## config.mk

```make
export PLATFORM = sky130hd
export DESIGN_NAME = func_sweep_ctrl_flat
export DESIGN_NICKNAME = d
export VERILOG_FILES = /design/src/rtl/func_sweep_ctrl_if.sv /design/src/rtl/func_sweep_ctrl.sv /design/src/flat_wrapper.sv
export SDC_FILE = /design/constraint.sdc
export NUM_CORES = 1
export LEC_CHECK = 0
export BUFFER_PORTS_ARGS = -buffer_cell sky130_fd_sc_hd__buf_2
export CAP_MARGIN = 25
export CORE_UTILIZATION = 47
export CTS_CLUSTER_DIAMETER = 150
export DETAILED_ROUTE_END_ITERATION = 10
export GPL_ROUTABILITY_DRIVEN = 0
export GPL_TIMING_DRIVEN = 1
export MAX_ROUTING_LAYER = met4
export PLACE_DENSITY = 0.75
export SLEW_MARGIN = 10
export SYNTH_ARGS = -nofsm -noshare
export SYNTH_HDL_FRONTEND = slang
export SYNTH_SLANG_ARGS = --single-unit
```

## constraint.sdc

```tcl
create_clock -name clock -period 5.15 [get_ports clock]
set_input_delay 0.2575 -clock clock [delete_from_list [all_inputs] [get_ports clock]]
set_output_delay 0.2575 -clock clock [all_outputs]
set_load 0.02 [all_outputs]
```

## src/rtl/func_sweep_ctrl_if.sv

```systemverilog
// func_sweep_ctrl_if: control, stimulus and result signals between a sweep controller and its user
interface func_sweep_ctrl_if;
  logic       start;
  logic       abort;
  logic       z_in;
  logic       x_0;
  logic       x_1;
  logic       x_2;
  logic       busy;
  logic       done;
  logic       pass;
  logic [3:0] err_count;
  logic [7:0] err_mask;
  modport master (output start, abort, z_in,
                  input  x_0, x_1, x_2, busy, done, pass, err_count, err_mask);
  modport slave  (input  start, abort, z_in,
                  output x_0, x_1, x_2, busy, done, pass, err_count, err_mask);
endinterface

```

## src/rtl/func_sweep_ctrl.sv

```systemverilog
// func_sweep_ctrl: sweeps all 8 vectors of a 3-input function and checks z_in against a truth table
module func_sweep_ctrl #(
  parameter logic [7:0] TRUTH_TABLE = 8'b01000011,
  parameter int         STEP_CYCLES = 2
) (
  input logic             clock,
  input logic             reset,
  func_sweep_ctrl_if.slave bus
);
  localparam logic [1:0] IDLE   = 2'd0;
  localparam logic [1:0] SETTLE = 2'd1;
  localparam logic [1:0] CHECK  = 2'd2;
  localparam logic [1:0] DONE   = 2'd3;
  localparam logic [3:0] LAST   = 4'(STEP_CYCLES - 1);
  logic [1:0] state_q, state_d;
  logic [2:0] idx_q, idx_d, x_q, x_d;
  logic [3:0] cnt_q, cnt_d, err_count_q, err_count_d;
  logic [7:0] err_mask_q, err_mask_d;
  logic       pass_q, pass_d;
  always_comb begin
    state_d     = state_q;
    idx_d       = idx_q;
    cnt_d       = cnt_q;
    err_count_d = err_count_q;
    err_mask_d  = err_mask_q;
    pass_d      = pass_q;
    case (state_q)
      IDLE: if (bus.start) begin
        state_d     = SETTLE;
        idx_d       = 3'd0;
        cnt_d       = 4'd0;
        err_count_d = 4'd0;
        err_mask_d  = 8'd0;
        pass_d      = 1'b0;
      end
      SETTLE: begin
        state_d = bus.abort ? IDLE : (cnt_q == LAST) ? CHECK : SETTLE;
        cnt_d   = cnt_q + 4'd1;
      end
      CHECK: if (bus.abort) state_d = IDLE;
      else begin
        if (bus.z_in != TRUTH_TABLE[idx_q]) begin
          err_mask_d[idx_q] = 1'b1;
          err_count_d       = err_count_q + 4'd1;
        end
        state_d = (idx_q == 3'd7) ? DONE : SETTLE;
        idx_d   = (idx_q == 3'd7) ? idx_q : idx_q + 3'd1;
        cnt_d   = 4'd0;
      end
      DONE: begin
        state_d = IDLE;
        pass_d  = (err_count_q == 4'd0);
      end
    endcase
    // Stimulus is registered and forced back to zero outside the active sweep
    x_d = (state_d == SETTLE || state_d == CHECK) ? idx_d : 3'd0;
  end
  always_ff @(posedge clock or posedge reset)
    if (reset) begin
      state_q     <= IDLE;
      idx_q       <= 3'd0;
      cnt_q       <= 4'd0;
      x_q         <= 3'd0;
      err_count_q <= 4'd0;
      err_mask_q  <= 8'd0;
      pass_q      <= 1'b0;
    end else begin
      state_q     <= state_d;
      idx_q       <= idx_d;
      cnt_q       <= cnt_d;
      x_q         <= x_d;
      err_count_q <= err_count_d;
      err_mask_q  <= err_mask_d;
      pass_q      <= pass_d;
    end
  assign {bus.x_2, bus.x_1, bus.x_0} = x_q;
  assign bus.busy      = (state_q == SETTLE) || (state_q == CHECK);
  assign bus.done      = (state_q == DONE);
  assign bus.pass      = pass_q;
  assign bus.err_count = err_count_q;
  assign bus.err_mask  = err_mask_q;
endmodule

```

## src/flat_wrapper.sv

```systemverilog
// flat-port wrapper written by rule: the top's interface ports become plain ports
module func_sweep_ctrl_flat 
#(
  parameter logic [7:0] TRUTH_TABLE = 8'b01000011,
  parameter int         STEP_CYCLES = 2
)
  (clock, reset, bus_start, bus_abort, bus_z_in, bus_x_0, bus_x_1, bus_x_2, bus_busy, bus_done, bus_pass, bus_err_count, bus_err_mask);
  func_sweep_ctrl_if bus_i ();
  input logic clock;
  input logic reset;
  input wire logic [$bits(bus_i.start)-1:0] bus_start;
  input wire logic [$bits(bus_i.abort)-1:0] bus_abort;
  input wire logic [$bits(bus_i.z_in)-1:0] bus_z_in;
  output wire logic [$bits(bus_i.x_0)-1:0] bus_x_0;
  output wire logic [$bits(bus_i.x_1)-1:0] bus_x_1;
  output wire logic [$bits(bus_i.x_2)-1:0] bus_x_2;
  output wire logic [$bits(bus_i.busy)-1:0] bus_busy;
  output wire logic [$bits(bus_i.done)-1:0] bus_done;
  output wire logic [$bits(bus_i.pass)-1:0] bus_pass;
  output wire logic [$bits(bus_i.err_count)-1:0] bus_err_count;
  output wire logic [$bits(bus_i.err_mask)-1:0] bus_err_mask;
  assign bus_i.start = bus_start;
  assign bus_i.abort = bus_abort;
  assign bus_i.z_in = bus_z_in;
  assign bus_x_0 = bus_i.x_0;
  assign bus_x_1 = bus_i.x_1;
  assign bus_x_2 = bus_i.x_2;
  assign bus_busy = bus_i.busy;
  assign bus_done = bus_i.done;
  assign bus_pass = bus_i.pass;
  assign bus_err_count = bus_i.err_count;
  assign bus_err_mask = bus_i.err_mask;
  func_sweep_ctrl #(.TRUTH_TABLE(TRUTH_TABLE), .STEP_CYCLES(STEP_CYCLES)) u_core (.clock(clock), .reset(reset), .bus(bus_i));
endmodule
```

* Word-level counts from Yosys, hierarchy flattened *
Memory sizes are Yosys's and may differ from the RTL's.
Cells that the tools add are included.

word-level totals
  flip-flop bits (word level) = 25
  ROM bits = 8
  input port bits = 5
  output and inout port bits = 18
  logic and storage cells = 62
  memories = 1

memories
  name             words  bits a word  read ports  clocked after memory_dff  wr ports  RTL line               text
  (no name shown)  8      1            1           0                         0         func_sweep_ctrl.sv:42  if (bus.z_in != TRUTH_TABLE[idx_q]) begin

cells by class
  add/subtract/negate cells = 3
  magnitude comparators = 2
  equal/unequal tests = 11
  mux-type cells = 26
  bitwise logic cells = 1
  reductions and logical operators = 11

operator list
  kind                   number
  $mux W8                3
  $mux W4                4
  $pmux W8 S2            1
  $mux W3                4
  $pmux W4 S3            1
  $mux W2                5
  $add A4 B1 Y4 const B  2
  $or A8 B8 Y8           1
  $pmux W2 S4            1
  $pmux W4 S2            1
  $eq A2 B2 Y1 const B   3
  $pmux W3 S2            1
  $eq A2 B1 Y1 const B   2
  $eq A4 B1 Y1 const B   1
  $logic_not A4 Y1       1
  $lt A3 B4 Y1 const B   1
  $ne A2 B2 Y1 const B   2
  $reduce_and A4 Y1      1
  $reduce_bool A2 Y1     2
  $add A3 B1 Y3 const B  1
  $demux W1 S3           1
  $eq A3 B3 Y1 const B   1
  $ge A3 B1 Y1 const B   1
  $mux W1                3
  other kinds (9)        10

* Longest topological paths before layout *
  depth in word-level cells = 8
  mapped depth = 10
  depth with buffers taken out = 7

* Least setup slack after synthesis *
No wires, ideal clock.

  path type = reg-to-reg
  start point = reg u_core.state_q[0]
  end point = reg u_core.x_q[2]
  library setup time = 0.127 ns
  arrival = 1.813 ns
  required time = 5.023 ns
  path slack = 3.210 ns
  stages on the path, launching flop included = 10
  path buffers = 3
  period minus slack after synthesis = 1.940 ns
  cells stage by stage = dfrtp_1 inv_1 ha_1 buf_6 nor2b_4 buf_6 or3_1 buf_6 a22o_1 nor2b_1

between the ends
  elaborated cells between the ends (all ways) = 11
  those cells by class = eq/ne (5); mux (4); reduce/logical (2)

RTL lines
  element                                           RTL line               text
  start: declaration                                func_sweep_ctrl.sv:15  logic [1:0] state_q, state_d;
  start signal: assignment                          func_sweep_ctrl.sv:68  state_q <= state_d;
  $eq A2 B2 Y1 or $logic_not A2 Y1 (tied branches)  func_sweep_ctrl.sv:27  case (state_q)
  $pmux W3 S2 (*)                                   func_sweep_ctrl.sv:27
  net u_core.idx_d[2]                               func_sweep_ctrl.sv:16  logic [2:0] idx_q, idx_d, x_q, x_d;
  $mux W3 (*)                                       func_sweep_ctrl.sv:56  x_d = (state_d == SETTLE || state_d == CHECK) ? idx_d : 3'd0;
  net u_core.x_d[2]                                 func_sweep_ctrl.sv:16
  end signal: assignment                            func_sweep_ctrl.sv:63  x_q <= 3'd0;
  end signal: assignment                            func_sweep_ctrl.sv:71  x_q <= x_d;
  end: declaration                                  func_sweep_ctrl.sv:16

Mark *: on every way through the listed nets, which the timed path passes. The rest lies on a longest branch.
A chain may end at the register's enable or synchronous reset.

* Worst setup path after layout *
Same ends and word-level chain as after synthesis.

==> reports/metrics.json <==
{
  "cts_post_setup_buffers_inserted": {"value": 0},
  "track_usage": {"value": 19.64, "unit": "%"},
  "number_of_vias_in_the_routed_layout": {"value": 1111},
  "yosysTopAreaCell": {"value": "sky130_fd_sc_hd__dfrtp_1"},
  "grt-busiest-layer": {"value": "met2"},
  "cts_htree_levels": {"value": 1},
  "rows": {"value": 19},
  "route.antenna.remaining_nets": {"value": 0},
  "synth_warnings": {"value": 0},
  "maxSlewHeadroom": {"value": 63.17, "unit": "%"},
  "tritoncts": {"value": "done"},
  "grt_setup_unrepaired": {"value": "no"},
  "fin_nets": {"value": 181},
  "critical_path_required": {"value": 5370, "unit": "ps"},
  "grt_antenna_before_repair": {"value": 0},
  "floorplan.die.width": {"value": 56.61, "unit": "µm"},
  "clk-insertion-delay-late": {"value": 330, "unit": "ps"},
  "cts_inserted_buffers": {"value": 3},
  "report.final.slew_viol_count": {"value": 0},
  "synth-edff-count": {"value": 0},
  "path_max_fanout": {"value": 18},
  "cpPeakStageDelay": {"value": 490, "unit": "ps"},
  "dp.final_hpwl": {"value": 1996, "unit": "µm"},
  "outcome": {"value": "completed"},
  "clk_pin_slew": {"value": 140, "unit": "ps"},
  "clock_path_buffers": {"value": 2},
  "use_met2": {"value": 31.76, "unit": "%"},
  "worstSetupPathType": {"value": "reg -> reg"},
  "vdd_ir_drop_max": {"value": 0.3658, "unit": "mV"},
  "asyncSetResetFlopFracSynth": {"value": 100.0, "unit": "%"},
  "fmax": {"value": 459.2, "unit": "MHz"},
  "post_synth_most_frequent_cells": {"value": "sky130_fd_sc_hd__dfrtp_1 (25), sky130_fd_sc_hd__o21ai_0 (14), sky130_fd_sc_hd__nand2_1 (13)"},
  "insertedDiodeCount": {"value": 0},
  "timing.final.crit_share": {"value": 42.29, "unit": "%"},
  "slowest_stage": {"value": "sky130_fd_sc_hd__ha_1"},
  "post-route-min-period": {"value": 2178, "unit": "ps"},
  "static_leakage": {"value": 0.7756, "unit": "nW"},
  "cellPowerDensity": {"value": 439.5, "unit": "nW/µm²"},
  "use_met1": {"value": 24.93, "unit": "%"},
  "synth.most_common_cell": {"value": "sky130_fd_sc_hd__dfrtp_1"},
  "start_util": {"value": 50.38, "unit": "%"},
  "clock-root-buffer": {"value": "sky130_fd_sc_hd__clkbuf_4"},
  "finalSetupViolCount": {"value": 0},
  "fin_setup_tns": {"value": 0, "unit": "ps"},
  "placedCellCount": {"value": 190},
  "critPathTopFamily": {"value": "simple AND/OR/NAND/NOR gates"},
  "grt_first_pass_wirelength": {"value": 4726, "unit": "µm"},
  "timing_hold_violations_final": {"value": 0},
  "filler_cell_count": {"value": 250},
  "layout-area-overhead-vs-synth": {"value": 10.98, "unit": "%"},
  "flop_and_latch_count_out_of_synthesis": {"value": 25},
  "fin_skew": {"value": 6.521, "unit": "ps"},
  "synth-seq-area-share": {"value": 44.64, "unit": "%"},
  "setup.worst_path.end_class": {"value": "register"},
  "final_layout_size_suffix_gt1_share": {"value": 18.18, "unit": "%"},
  "worst_setup_path_start_kind": {"value": "register"},
  "worstPathCellList": {"value": "inv_1 > ha_1 > nor2_1 > or3_1 > a22o_1 > nor2b_1"},
  "ys.flop_type": {"value": "sky130_fd_sc_hd__dfrtp_1"},
  "numClockSinks": {"value": 25},
  "via_cell_ratio": {"value": 5.668},
  "die-height": {"value": 56.61, "unit": "µm"},
  "synth_nets": {"value": 158},
  "wire_per_inst": {"value": 13.80, "unit": "µm"},
  "io_buffers": {"value": 22},
  "global_route.overflow_total": {"value": 0},
  "vias_in_the_first_global_route": {"value": 1054},
  "die_area": {"value": 3204, "unit": "µm²"},
  "syn_area_per_cell": {"value": 9.800, "unit": "µm²"},
  "worst-path-buf-inv": {"value": 1},
  "wl": {"value": 2704, "unit": "µm"},
  "worst_hold_path_type": {"value": "in -> reg"},
  "yosys.area.top_type_share": {"value": 44.64, "unit": "%"},
  "yosysUniqueCellTypes": {"value": 36},
  "synthesis.instances": {"value": 143},
  "first_iter_violations": {"value": 30},
  "worst-endpoint-arrival": {"value": 2400, "unit": "ps"},
  "tightestPinTransition": {"value": 550.7, "unit": "ps"},
  "post_synth_main_area_contributors": {"value": "sky130_fd_sc_hd__dfrtp_1 (45%), sky130_fd_sc_hd__ha_1 (8.9%), sky130_fd_sc_hd__o21ai_0 (5.0%)"},
  "floorplan.core_area": {"value": 2781, "unit": "µm²"},
  "number_of_search_and_repair_iterations_in_the_first_detailed_routing_pass": {"value": 4},
  "num_ports": {"value": 23},
  "final-instance-count-excl-fill": {"value": 196},
  "netlist_area": {"value": 1401, "unit": "µm²"},
  "maxCapViolations": {"value": 0},
  "grt.met3_usage": {"value": 2.995, "unit": "%"},
  "largest_net_degree_at_the_start_of_global_routing": {"value": 26},
  "drc": {"value": 0}
}
==> where the power goes <==
group	leakage, nW	internal, W	total [W]	switching, W
registers	0.341	0.000232	0.000265	0.0000328
logic	0.417	0.000122	0.000330	0.000208
clock network	0.0177	0.0000292	0.0000882	0.0000590
==> metrics by stage <==
| step | util [%] | total power, W | worst slack [ps] | hold slack [ps] | instance area (µm²) |
|---|---|---|---|---|---|
| finish | 55.92 | 0.0006835 | 2972 | 324.4 | 1555 |
| global route | 55.92 | 0.0007417 | 2824 | 331.8 | 1555 |
| CTS | 55.02 | 0.0006863 | 2989 | 161.7 | 1530 |
| detailed placement | 54.03 | 0.0005977 | 3002 | 472.8 | 1503 |
| global placement | 54.03 | 0.0005873 | 3087 | 463.0 | 1503 |
| floorplan | - | 0.0005471 | 3210 | 284.8 | 1401 |
==> cell families (layout without fill, tap and decap cells) <==
kind of cell / Yosys count / count (layout) / share of synthesized area, %
flip-flops: 25 / 25 / 44.64
buffers and inverters: 14 / 36 / 5.535
AND/OR/NAND/NOR: 57 / 57 / 23.13
adder cells (fa/ha/maj): 10 / 10 / 8.929
AO/OA/AOI/OAI: 35 / 35 / 16.52
XOR/XNOR: 2 / 2 / 1.250
==> sequential cells by signal, summed over array words and instances (netlist names) <==
name	cells
u_core.bus.err_mask	8
u_core.bus.err_count	4
u_core.cnt_q	4
u_core.idx_q	3
u_core.x_q	3
u_core.state_q	2
u_core.bus.pass	1
==> path summary, 6_finish.rpt <==
path	depth (start not counted)	from	slack, ps	to
worst min register to register	2	u_core.bus.err_mask[3]$_DFFE_PP0P_	490	u_core.bus.err_mask[3]$_DFFE_PP0P_
max in group asynchronous	4	reset	4190	u_core.bus.err_count[1]$_DFFE_PP0P_
worst min-delay path	3	bus_start	320	u_core.bus.err_count[1]$_DFFE_PP0P_
worst max-delay path	6	u_core.state_q[0]$_DFF_PP0_	2970	u_core.x_q[2]$_DFF_PP0_
min in group asynchronous	3	reset	480	u_core.x_q[2]$_DFF_PP0_
worst max register to register	6	u_core.state_q[0]$_DFF_PP0_	2970	u_core.x_q[2]$_DFF_PP0_
==> layout by cell type, fill, tap and decap left out, types with 2 or more instances in the layout <==
cell | netlist | final
sky130_fd_sc_hd__nand3b_1 | 3 | 3
sky130_fd_sc_hd__a31oi_1 | 2 | 2
sky130_fd_sc_hd__nand2b_1 | 3 | 3
sky130_fd_sc_hd__a32o_1 | 4 | 4
sky130_fd_sc_hd__clkbuf_4 | 0 | 3
sky130_fd_sc_hd__nand4_1 | 4 | 4
sky130_fd_sc_hd__nand2_1 | 13 | 13
sky130_fd_sc_hd__a22o_1 | 3 | 3
sky130_fd_sc_hd__dfrtp_1 | 25 | 25
sky130_fd_sc_hd__nand4b_1 | 2 | 2
sky130_fd_sc_hd__nand3_1 | 6 | 6
sky130_fd_sc_hd__nor2b_1 | 5 | 5
sky130_fd_sc_hd__xnor2_1 | 2 | 2
sky130_fd_sc_hd__inv_1 | 8 | 8
sky130_fd_sc_hd__a21oi_1 | 4 | 4
sky130_fd_sc_hd__o21ai_0 | 14 | 14
sky130_fd_sc_hd__nor3b_1 | 4 | 4
sky130_fd_sc_hd__ha_1 | 10 | 10
sky130_fd_sc_hd__buf_2 | 2 | 22
sky130_fd_sc_hd__nor2_1 | 10 | 10
==> layout make-up <==
type                    count  area, µm²  area share, %
multi-input cells         104      698.2          44.89
flip-flops and latches     25      625.6          40.23
repair buffers             24      135.1          8.689
well taps                  31      38.79          2.494
inverters                   8      30.03          1.931
clock buffers               3      22.52          1.448
clock inverters             1      5.005         0.3218
==> timing repair <==
action	in CTS	in global routing
gates resized for setup	0	0
endpoints found under the hold margin	0	12
endpoints found under the setup margin	0	0
hold buffers	0	1
==> metal layers <==
metal	wire [µm]	vias up	share of wire, %
met1	1284	529	47
met2	1275	22	47
met4	51	0	1.9
met3	92	5	3.4
met5	0	-	0
li1	-	555	-
==> worst register-to-register path, cell delays in order (launching register included) <==
cell                      delay [ps]
sky130_fd_sc_hd__dfrtp_1         440
sky130_fd_sc_hd__inv_1            90
sky130_fd_sc_hd__ha_1            490
sky130_fd_sc_hd__nor2_1          140
sky130_fd_sc_hd__or3_1           490
sky130_fd_sc_hd__a22o_1          300
sky130_fd_sc_hd__nor2b_1         130
No activity file was read; power rests on OpenSTA's default activity.
